### config.mk
export PLATFORM = sky130hd
export DESIGN_NAME = uart_fifo_arbiter_flat
export DESIGN_NICKNAME = d
export VERILOG_FILES = /design/src/rtl/uart_fifo_arbiter_pkg.sv /design/src/rtl/uart_fifo_arbiter_if.sv /design/src/rtl/uart_fifo_arbiter_rr_pick.sv /design/src/rtl/uart_fifo_arbiter.sv /design/src/flat_wrapper.sv
export SDC_FILE = /design/constraint.sdc
export NUM_CORES = 1
export LEC_CHECK = 0
export CAP_MARGIN = 20
export CORE_ASPECT_RATIO = 0.75
export CORE_MARGIN = 4
export CORE_UTILIZATION = 37
export DETAILED_ROUTE_END_ITERATION = 10
export GPL_TIMING_DRIVEN = 0
export PLACE_DENSITY = 0.8
export SLEW_MARGIN = 10
export SYNTH_ARGS = -nofsm -noshare
export SYNTH_HDL_FRONTEND = slang
export SYNTH_SLANG_ARGS = --single-unit
### constraint.sdc
create_clock -name CLK -period 2.6 [get_ports CLK]
set_input_delay 0.65 -clock CLK [delete_from_list [all_inputs] [get_ports CLK]]
set_output_delay 0.65 -clock CLK [all_outputs]
set_load 0.03 [all_outputs]
### src/rtl/uart_fifo_arbiter_pkg.sv
// Shared types for the UART TX fifo arbiter: controller state encoding.
package uart_arb_pkg;

    typedef enum logic [1:0] {
        ST_IDLE  = 2'd0,
        ST_GRANT = 2'd1,
        ST_FLUSH = 2'd2,
        ST_DONE  = 2'd3
    } arb_state_e;

endpackage

### src/rtl/uart_fifo_arbiter_if.sv
// Bundle of producer streams, fifo push side and flush/grant status for the arbiter.
interface uart_fifo_arbiter_if #(
    parameter int unsigned NUM_REQ    = 4,
    parameter int unsigned DATA_WIDTH = 8
);
    localparam int unsigned ID_W = $clog2(NUM_REQ);

    logic [NUM_REQ-1:0]            REQ_VALID;
    logic [NUM_REQ-1:0]            REQ_LAST;
    logic [NUM_REQ*DATA_WIDTH-1:0] REQ_DATA;
    logic [NUM_REQ-1:0]            REQ_READY;
    logic                          FIFO_FULL;
    logic                          FIFO_PUSH;
    logic [DATA_WIDTH-1:0]         FIFO_DATA;
    logic                          FIFO_FLUSH;
    logic                          FLUSH_REQ;
    logic                          FLUSH_DONE;
    logic                          GRANT_VALID;
    logic [ID_W-1:0]               GRANT_ID;

    modport slave (
        input  REQ_VALID, REQ_LAST, REQ_DATA, FIFO_FULL, FLUSH_REQ,
        output REQ_READY, FIFO_PUSH, FIFO_DATA, FIFO_FLUSH, FLUSH_DONE,
               GRANT_VALID, GRANT_ID
    );

    modport master (
        output REQ_VALID, REQ_LAST, REQ_DATA, FIFO_FULL, FLUSH_REQ,
        input  REQ_READY, FIFO_PUSH, FIFO_DATA, FIFO_FLUSH, FLUSH_DONE,
               GRANT_VALID, GRANT_ID
    );
endinterface

### src/rtl/uart_fifo_arbiter_rr_pick.sv
// Combinational round-robin picker: first set request at or above ptr, with wrap.
module rr_pick #(
    parameter int unsigned NUM_REQ = 4
) (
    input  logic [NUM_REQ-1:0]         req,
    input  logic [$clog2(NUM_REQ)-1:0] ptr,
    output logic                       found,
    output logic [$clog2(NUM_REQ)-1:0] idx
);
    localparam int unsigned ID_W = $clog2(NUM_REQ);

    int unsigned cand;

    always_comb begin
        found = 1'b0;
        idx   = '0;
        cand  = 0;
        for (int unsigned k = 0; k < NUM_REQ; k++) begin
            // Explicit wrap so non-power-of-2 NUM_REQ never indexes past the last requester
            cand = 32'(ptr) + k;
            if (cand >= NUM_REQ) cand = cand - NUM_REQ;
            if (!found && req[cand]) begin
                found = 1'b1;
                idx   = ID_W'(cand);
            end
        end
    end
endmodule

### src/rtl/uart_fifo_arbiter.sv
// Round-robin sharing of one UART TX fifo push port with bounded bursts and flush sequencing.
module uart_fifo_arbiter
    import uart_arb_pkg::*;
#(
    parameter int unsigned NUM_REQ    = 4,
    parameter int unsigned DATA_WIDTH = 8,
    parameter int unsigned MAX_BURST  = 4
) (
    input logic                CLK,
    input logic                RESET_N,
    uart_fifo_arbiter_if.slave bus
);
    localparam int unsigned ID_W  = $clog2(NUM_REQ);
    localparam int unsigned CNT_W = $clog2(MAX_BURST + 1);

    arb_state_e            state_q, state_d;
    logic [ID_W-1:0]       id_q, id_d;
    logic [ID_W-1:0]       ptr_q, ptr_d;
    logic [CNT_W-1:0]      cnt_q, cnt_d;
    logic                  flush_q, flush_d;
    logic                  done_q, done_d;

    logic                  pick_found;
    logic [ID_W-1:0]       pick_idx;
    logic                  sel_valid, sel_last;
    logic [DATA_WIDTH-1:0] sel_data;
    logic                  granted, accept, rel_grant;
    logic [CNT_W-1:0]      cnt_inc;
    logic [NUM_REQ-1:0]    ready_vec;

    rr_pick #(.NUM_REQ(NUM_REQ)) u_pick (
        .req   (bus.REQ_VALID),
        .ptr   (ptr_q),
        .found (pick_found),
        .idx   (pick_idx)
    );

    always_comb begin
        sel_valid = 1'b0;
        sel_last  = 1'b0;
        sel_data  = '0;
        for (int unsigned k = 0; k < NUM_REQ; k++) begin
            if (id_q == ID_W'(k)) begin
                sel_valid = bus.REQ_VALID[k];
                sel_last  = bus.REQ_LAST[k];
                sel_data  = bus.REQ_DATA[k*DATA_WIDTH +: DATA_WIDTH];
            end
        end
    end

    always_comb begin
        // Handshake is gated by RESET_N so the reset cycle never pushes an abandoned beat
        granted   = (state_q == ST_GRANT) && RESET_N;
        accept    = granted && sel_valid && !bus.FIFO_FULL;
        cnt_inc   = cnt_q + CNT_W'(1);
        rel_grant = !sel_valid || (accept && (sel_last || cnt_inc == CNT_W'(MAX_BURST)));
        ready_vec = '0;
        for (int unsigned k = 0; k < NUM_REQ; k++) begin
            if (granted && !bus.FIFO_FULL && id_q == ID_W'(k)) ready_vec[k] = 1'b1;
        end

        state_d = state_q;
        id_d    = id_q;
        ptr_d   = ptr_q;
        cnt_d   = cnt_q;
        flush_d = 1'b0;
        done_d  = 1'b0;
        case (state_q)
            ST_IDLE: begin
                if (bus.FLUSH_REQ) begin
                    state_d = ST_FLUSH;
                    flush_d = 1'b1;
                end else if (pick_found) begin
                    state_d = ST_GRANT;
                    id_d    = pick_idx;
                end
            end
            ST_GRANT: begin
                if (accept) cnt_d = cnt_inc;
                if (rel_grant) begin
                    state_d = ST_IDLE;
                    cnt_d   = '0;
                    ptr_d   = (id_q == ID_W'(NUM_REQ - 1)) ? '0 : id_q + ID_W'(1);
                end
            end
            ST_FLUSH: begin
                state_d = ST_DONE;
                done_d  = 1'b1;
            end
            ST_DONE:  state_d = ST_IDLE;
            default:  state_d = ST_IDLE;
        endcase
    end

    always_ff @(posedge CLK) begin
        if (!RESET_N) begin
            state_q <= ST_IDLE;
            id_q    <= '0;
            ptr_q   <= '0;
            cnt_q   <= '0;
            flush_q <= 1'b0;
            done_q  <= 1'b0;
        end else begin
            state_q <= state_d;
            id_q    <= id_d;
            ptr_q   <= ptr_d;
            cnt_q   <= cnt_d;
            flush_q <= flush_d;
            done_q  <= done_d;
        end
    end

    assign bus.REQ_READY   = ready_vec;
    assign bus.FIFO_PUSH   = accept;
    assign bus.FIFO_DATA   = granted ? sel_data : '0;
    assign bus.FIFO_FLUSH  = flush_q;
    assign bus.FLUSH_DONE  = done_q;
    assign bus.GRANT_VALID = (state_q == ST_GRANT);
    assign bus.GRANT_ID    = id_q;
endmodule
### src/flat_wrapper.sv
// flat-port wrapper written by rule: the top's interface ports become plain ports
module uart_fifo_arbiter_flat import uart_arb_pkg::*;
#(
    parameter int unsigned NUM_REQ    = 4,
    parameter int unsigned DATA_WIDTH = 8,
    parameter int unsigned MAX_BURST  = 4
)
  (CLK, RESET_N, bus_REQ_VALID, bus_REQ_LAST, bus_REQ_DATA, bus_FIFO_FULL, bus_FLUSH_REQ, bus_REQ_READY, bus_FIFO_PUSH, bus_FIFO_DATA, bus_FIFO_FLUSH, bus_FLUSH_DONE, bus_GRANT_VALID, bus_GRANT_ID);
  uart_fifo_arbiter_if #(.NUM_REQ(NUM_REQ), .DATA_WIDTH(DATA_WIDTH)) bus_i ();
  input logic CLK;
  input logic RESET_N;
  input wire logic [$bits(bus_i.REQ_VALID)-1:0] bus_REQ_VALID;
  input wire logic [$bits(bus_i.REQ_LAST)-1:0] bus_REQ_LAST;
  input wire logic [$bits(bus_i.REQ_DATA)-1:0] bus_REQ_DATA;
  input wire logic [$bits(bus_i.FIFO_FULL)-1:0] bus_FIFO_FULL;
  input wire logic [$bits(bus_i.FLUSH_REQ)-1:0] bus_FLUSH_REQ;
  output wire logic [$bits(bus_i.REQ_READY)-1:0] bus_REQ_READY;
  output wire logic [$bits(bus_i.FIFO_PUSH)-1:0] bus_FIFO_PUSH;
  output wire logic [$bits(bus_i.FIFO_DATA)-1:0] bus_FIFO_DATA;
  output wire logic [$bits(bus_i.FIFO_FLUSH)-1:0] bus_FIFO_FLUSH;
  output wire logic [$bits(bus_i.FLUSH_DONE)-1:0] bus_FLUSH_DONE;
  output wire logic [$bits(bus_i.GRANT_VALID)-1:0] bus_GRANT_VALID;
  output wire logic [$bits(bus_i.GRANT_ID)-1:0] bus_GRANT_ID;
  assign bus_i.REQ_VALID = bus_REQ_VALID;
  assign bus_i.REQ_LAST = bus_REQ_LAST;
  assign bus_i.REQ_DATA = bus_REQ_DATA;
  assign bus_i.FIFO_FULL = bus_FIFO_FULL;
  assign bus_i.FLUSH_REQ = bus_FLUSH_REQ;
  assign bus_REQ_READY = bus_i.REQ_READY;
  assign bus_FIFO_PUSH = bus_i.FIFO_PUSH;
  assign bus_FIFO_DATA = bus_i.FIFO_DATA;
  assign bus_FIFO_FLUSH = bus_i.FIFO_FLUSH;
  assign bus_FLUSH_DONE = bus_i.FLUSH_DONE;
  assign bus_GRANT_VALID = bus_i.GRANT_VALID;
  assign bus_GRANT_ID = bus_i.GRANT_ID;
  uart_fifo_arbiter #(.NUM_REQ(NUM_REQ), .DATA_WIDTH(DATA_WIDTH), .MAX_BURST(MAX_BURST)) u_core (.CLK(CLK), .RESET_N(RESET_N), .bus(bus_i));
endmodule
==> flow_summary.json, run 1 <==
{
  "antenna_cells": 0,
  "hold_ws_ns": 0.503,
  "clock_latency_ns": 0.24,
  "clockPowerShare_pct": 27.6,
  "die_y_um": 53.4,
  "clockRootBuffer": "clkbuf_8",
  "layout_common_cells": "clkdlybuf4s50_1, nor2b_1, nor2_1",
  "path_max_fanout": 4,
  "cp-end-kind": "output port",
  "setup_viol": 0,
  "tightest_slew_ns": 0.472,
  "worstSetupStartpointType": "input pin",
  "h-tree-depth": 1,
  "synth_edf_count": 0,
  "slowest_stage": "clkdlybuf4s50_1",
  "hp-class": "reg2reg",
  "port_buffers": 61,
  "vias": 1242,
  "wire_per_inst_um": 14.9,
  "relSlewSlack_pct": 68.2,
  "cts_hold_buf": 0,
  "clock-sinks": 11,
  "synth.distinct_cells": 35,
  "clk_pin_slew_ns": 0.05,
  "ff_latch_area_sq_um": 225,
  "rows": 16,
  "cp_cell_sequence": "clkdlybuf4s50_1 -> nor3b_1 -> a211o_1 -> nor3_2 -> buf_4",
  "viasPerCell": 5.20,
  "power_mw": 0.623,
  "detail-route-antenna-nets": 0,
  "final_max_slew_viol_count": 0,
  "maxCapViolCount": 0,
  "drtIter0Drc": 58,
  "drt-pass1-iter-count": 4,
  "die_w_um": 68.6,
  "ys_warn_count": 0,
  "fin_crit_sh_pct": 97.2,
  "cts_tree": "built",
  "synth_flop_cell": "dfxtp_1",
  "grt_max_degree": 11,
  "setup_ws_ns": 0.0733,
  "avgSynthCellArea_sq_um": 7.43,
  "dp.cells": 234,
  "dieArea_sq_mm": 0.00366,
  "switching_power_mw": 0.197,
  "swShare_pct": 31.6,
  "place_congestion": 0.782,
  "combPwrFrac_pct": 42.1,
  "num-nets-final": 254,
  "cts_buffer_depth": 2,
  "leakage_nw": 0.760,
  "rsz0062_at_grt": "true",
  "multi_input_area_sq_um": 811,
  "grt_antenna_before_repair": 0,
  "grt_pass1_wl_um": 5240,
  "final_common_cell": "clkdlybuf4s50_1",
  "yosys_register_bits": 11,
  "hpwl_um": 2860,
  "overflow": 0,
  "seq_power_share_pct": 30.3,
  "p_per_area_mw_per_mm2": 344,
  "fin_util_pct": 69.1,
  "fin_cells": 239,
  "drc": 0,
  "place_ws_ns": -0.654,
  "cts_made_buffers": 3,
  "ir_drop_uv": 260,
  "yosysSeqAreaShare_pct": 21.6,
  "status": "complete, no violations",
  "area_delta_synth_final_pct": 78.0,
  "p_int_mw": 0.426,
  "crit_required_ns": 1.95,
  "fill_cells": 222,
  "drive_gt1_share_pct": 20.7,
  "cp.arrival_ns": 1.88,
  "synth_fp_nets": 187,
  "cpPeakStageDelay_ns": 0.54,
  "clock_skew_ns": 0.000590,
  "io_pins": 62,
  "syn_area_sq_mm": 0.00102,
  "synthesis.instances": 137,
  "hold_viol_final": 0,
  "fmax_mhz": 396,
  "ys_async_sr_fraction_pct": 0,
  "grt.total_usage_pct": 19.2,
  "period_needed_ns": 2.53,
  "start_util_pct": 38.8,
  "path_class": "in2out",
  "wl_um": 3550,
  "core_sq_mm": 0.00262,
  "grt_pass1_vias": 1145
}
-- through the flow --
stage	cell area (sq um)	setup TNS [ns]
6_report	1810	0
3_5_place_dp	1680	-7.12
2_1_floorplan	1030	0
3_3_place_gp	1680	-6.89
5_1_grt	1810	-0.00921
4_1_cts	1760	0
-- power groups by stage --
stage | sequential (mW) | clock [mW] | combinational (mW)
after floorplan | 0.197 | 0 | 0.118
after global placement | 0.191 | 0 | 0.233
after detailed placement | 0.192 | 0 | 0.240
after CTS | 0.188 | 0.178 | 0.252
after global routing | 0.190 | 0.182 | 0.281
final | 0.189 | 0.172 | 0.262
-- layout make-up --
type / count / share of cell area, %
Sequential cell: 11 / 12.4
Tap cell: 36 / 2.48
Inverter: 8 / 1.66
Buffer: 6 / 2.76
Clock buffer: 4 / 2.48
Multi-Input combinational cell: 111 / 44.7
Timing Repair Buffer: 63 / 33.5
-- worst paths after layout --
check / slack [ns] / from / to / depth (start not counted)
worst max-delay path: 0.07 / bus_REQ_VALID[2] / bus_FIFO_PUSH / 5
worst min register to register: 0.50 / u_core.cnt_q[2] / u_core.cnt_q[2] / 2
worst min-delay path: 0.50 / u_core.cnt_q[2] / u_core.cnt_q[2] / 2
worst max register to register: 0.49 / u_core.bus.GRANT_ID[0] / u_core.ptr_q[0] / 8
-- cell usage after synthesis (2+ instances only) --
library cell | count | share of area [%]
clkbuf_1 | 6 | 2.2
mux2i_1 | 3 | 2.9
nor2b_1 | 15 | 9.2
nand3b_1 | 2 | 1.5
dfxtp_1 | 11 | 22
a221oi_1 | 8 | 6.9
a21boi_0 | 2 | 1.5
o22ai_1 | 3 | 1.8
and2_1 | 5 | 3.1
nor2_1 | 13 | 4.8
inv_1 | 8 | 2.9
nor3b_1 | 2 | 1.5
ha_1 | 6 | 7.4
a211o_1 | 3 | 2.6
o21ai_0 | 3 | 1.5
nor3_1 | 8 | 3.9
nand2_1 | 10 | 3.7
a21oi_1 | 12 | 5.9
-- registers in the layout, summed over array words and instances (netlist names) --
register               flops
u_core.bus.FIFO_FLUSH      1
u_core.bus.FLUSH_DONE      1
u_core.bus.GRANT_ID        2
u_core.cnt_q               3
u_core.ptr_q               2
u_core.state_q             2
-- critical path: cells and delay by family --
| kind | cells | cell delay [ns] |
|---|---|---|
| buf+inv | 2 | 0.73 |
| compound gates | 1 | 0.28 |
| simple gates | 2 | 0.22 |
-- cell families (layout without fill, tap and decap cells) --
logic type,after synthesis,in the layout,share of synthesized area [%]
and+or+nand+nor,62,62,34.8
AOI/OAI and AO/OA,39,39,26.5
buffers and inverters,15,81,5.90
DFF,11,11,21.6
adders and majority gates,6,6,7.37
muxes,3,3,2.95
xor gates and xnor gates,1,1,0.860
-- what timing repair did --
item | in CTS | in global routing
resized for setup | 78 | 20
endpoints found under the setup margin | 13 | 10
buffers inserted | 2 | 0
pin swaps | 2 | 0
-- metal layers --
| layer | track usage, % | routed length, um |
|---|---|---|
| met1 | 24.6 | 1610 |
| met2 | 32.2 | 1740 |
| met3 | 4.03 | 138 |
| met4 | 4.95 | 63 |
| met5 | 0 | 0 |
Note: power is estimated with default switching activity, not from simulation.
==> run 2, diff against run 1 <==
Clock period 2.6 ns to 2.35 ns, I/O delays scaled along.
==> run 2 against run 1 <==
  * The run now ends with setup timing left
  * Clock skew is 0.0033 ns higher
  * Sequential power increased by 11%
  * Wire length increased by 38%
  * Global-route usage rose by 3.9 points
  * Largest power group unchanged
  * Combinational power rose by 45%
  * Count of clock-buffer cells in the layout stayed put
  * Critical path depth grew 4
  * Worst setup slack got worse by 0.18 ns
  * Register-to-register slack got worse by 0.33 ns
  * Highest routed layer unchanged
==> flow_summary.json, run 2 (same netlist as run 1, synthesis figures left out) <==
{
  "leakage_nw": 0.893,
  "grt_pass1_vias": 1331,
  "wl_met3_um": 213,
  "rsz0062_at_grt": "true",
  "relSlewSlack_pct": 68.7,
  "die_y_um": 53.4,
  "clock_skew_ns": 0.00385,
  "crit_required_ns": 1.76,
  "hp-class": "reg2reg",
  "path_max_fanout": 7,
  "drt-pass1-iter-count": 4,
  "status": "finished with violations",
  "cts_tree": "built",
  "place_area_sq_mm": 0.00170,
  "clock-sinks": 11,
  "finish.instance_area_sq_mm": 0.00213,
  "ir_drop_uv": 339,
  "grt_pass1_wl_um": 6220,
  "viasPerCell": 5.51,
  "cp-end-kind": "output port",
  "detail-route-antenna-nets": 0,
  "area_delta_synth_final_pct": 109,
  "path_class": "reg2out",
  "overflow": 0,
  "drive_gt1_share_pct": 35.0,
  "clk_pin_slew_ns": 0.05,
  "start_util_pct": 38.8,
  "cts_made_buffers": 3,
  "port_buffers": 61,
  "dp.cells": 234,
  "antenna_cells": 0,
  "period_needed_ns": 2.45,
  "core_sq_mm": 0.00262,
  "routed.top_layer": "met4",
  "wl_met2_um": 2510,
  "violations": "setup timing",
  "largest_reg_flops": 3,
  "cts_buffer_depth": 2,
  "grt_max_degree": 11,
  "die_w_um": 68.6,
  "place_congestion": 0.745,
  "rows": 16,
  "dieArea_sq_mm": 0.00366,
  "h-tree-depth": 1,
  "wl_met1_um": 1960,
  "fin_crit_sh_pct": 104,
  "grt.total_usage_pct": 23.1,
  "final_max_slew_viol_count": 0,
  "clockRootBuffer": "clkbuf_8",
  "num-nets-final": 268,
  "drc": 0,
  "setup_ws_ns": -0.104,
  "layout_common_cells": "clkdlybuf4s50_1, buf_4, nor2b_1",
  "worstSetupStartpointType": "register",
  "tightest_slew_ns": 0.466,
  "maxCapViolCount": 0,
  "power_mw": 0.779,
  "cts_hold_buf": 0,
  "final_common_cell": "clkdlybuf4s50_1",
  "cp.arrival_ns": 1.87,
  "fmax_mhz": 408,
  "setup_viol": 6,
  "clock_latency_ns": 0.24,
  "wl_um": 4890,
  "io_pins": 62,
  "top_register": "u_core.cnt_q",
  "grt_antenna_before_repair": 0,
  "hold_viol_final": 0,
  "vias": 1395,
  "hpwl_um": 2860,
  "wire_per_inst_um": 19.3,
  "fin_cells": 253,
  "p_per_area_mw_per_mm2": 366,
  "drtIter0Drc": 59
}
==> run 2: cell count changes in the layout (fill, tap and decap cells not counted), moves of 4 or more <==
cell             delta
nor2_2              +7
buf_2               -5
buf_4              +11
nor2_1              -7
clkdlybuf4s50_1     -4
buf_6               +9
dlygate4sd2_1       +4
==> run 2: repair_timing <==
item	in CTS	in global routing
setup endpoints to repair	13	13
setup buffers	9	5
gates cloned	0	2
resized for setup	121	20
pin swaps	14	12
==> run 2: per-stage QoR <==
| stage | setup TNS [ns] | hold slack (ns) | utilization [%] | worst slack [ns] |
|---|---|---|---|---|
| finish | -0.250 | 0.504 | 81.2 | -0.104 |
| global route | -0.751 | 0.547 | 81.2 | -0.142 |
| CTS | -0.0435 | 0.502 | 75.4 | -0.0236 |
| detailed placement | -9.68 | 0.491 | 64.9 | -0.873 |
| global placement | -9.02 | 0.477 | 64.9 | -0.835 |
| floorplan | 0 | 0.462 | - | 0.0477 |
==> run 2: layout make-up <==
| class | instances | area [sq um] |
|---|---|---|
| multi-input cells | 111 | 937 |
| repair buffers | 77 | 754 |
| fillers | 154 | 493 |
| flip-flops and latches | 11 | 228 |
| plain buffers | 6 | 87.6 |
| clock buffers | 4 | 45.0 |
| well taps | 36 | 45.0 |
| inverters | 8 | 32.5 |
==> run 2: power by group <==
part	internal, mW	switching [mW]	leakage, nW
Combinational	0.203	0.178	0.779
Clock	0.119	0.0696	0.0228
Sequential	0.196	0.0137	0.0912
Total	0.518	0.262	0.893
==> run 2: layer usage <==
layer / vias to the layer above / GRT usage (%)
met5: - / 0
met4: 0 / 9.24
met3: 18 / 3.40
met2: 55 / 40.9
met1: 666 / 27.5
li1: 656 / -
==> run 2: worst paths after layout <==
path,startpoint,depth (start not counted),slack (ns),to
worst min register to register,u_core.cnt_q[2],2,0.50,u_core.cnt_q[2]
worst max register to register,u_core.bus.GRANT_ID[0],9,0.16,u_core.ptr_q[0]
worst min-delay path,u_core.cnt_q[2],2,0.50,u_core.cnt_q[2]
worst max-delay path,u_core.bus.GRANT_ID[1],9,-0.10,bus_FIFO_DATA[7]
==> run 2: worst max-delay path: stages (launching register included) <==
cell and delay [ns]:
dfxtp_4 0.39, inv_4 0.06, ha_4 0.16, nor2b_4 0.13
buf_12 0.14, a221oi_2 0.26, nor3_1 0.08, a21oi_1 0.19
nor2_2 0.08, buf_6 0.14
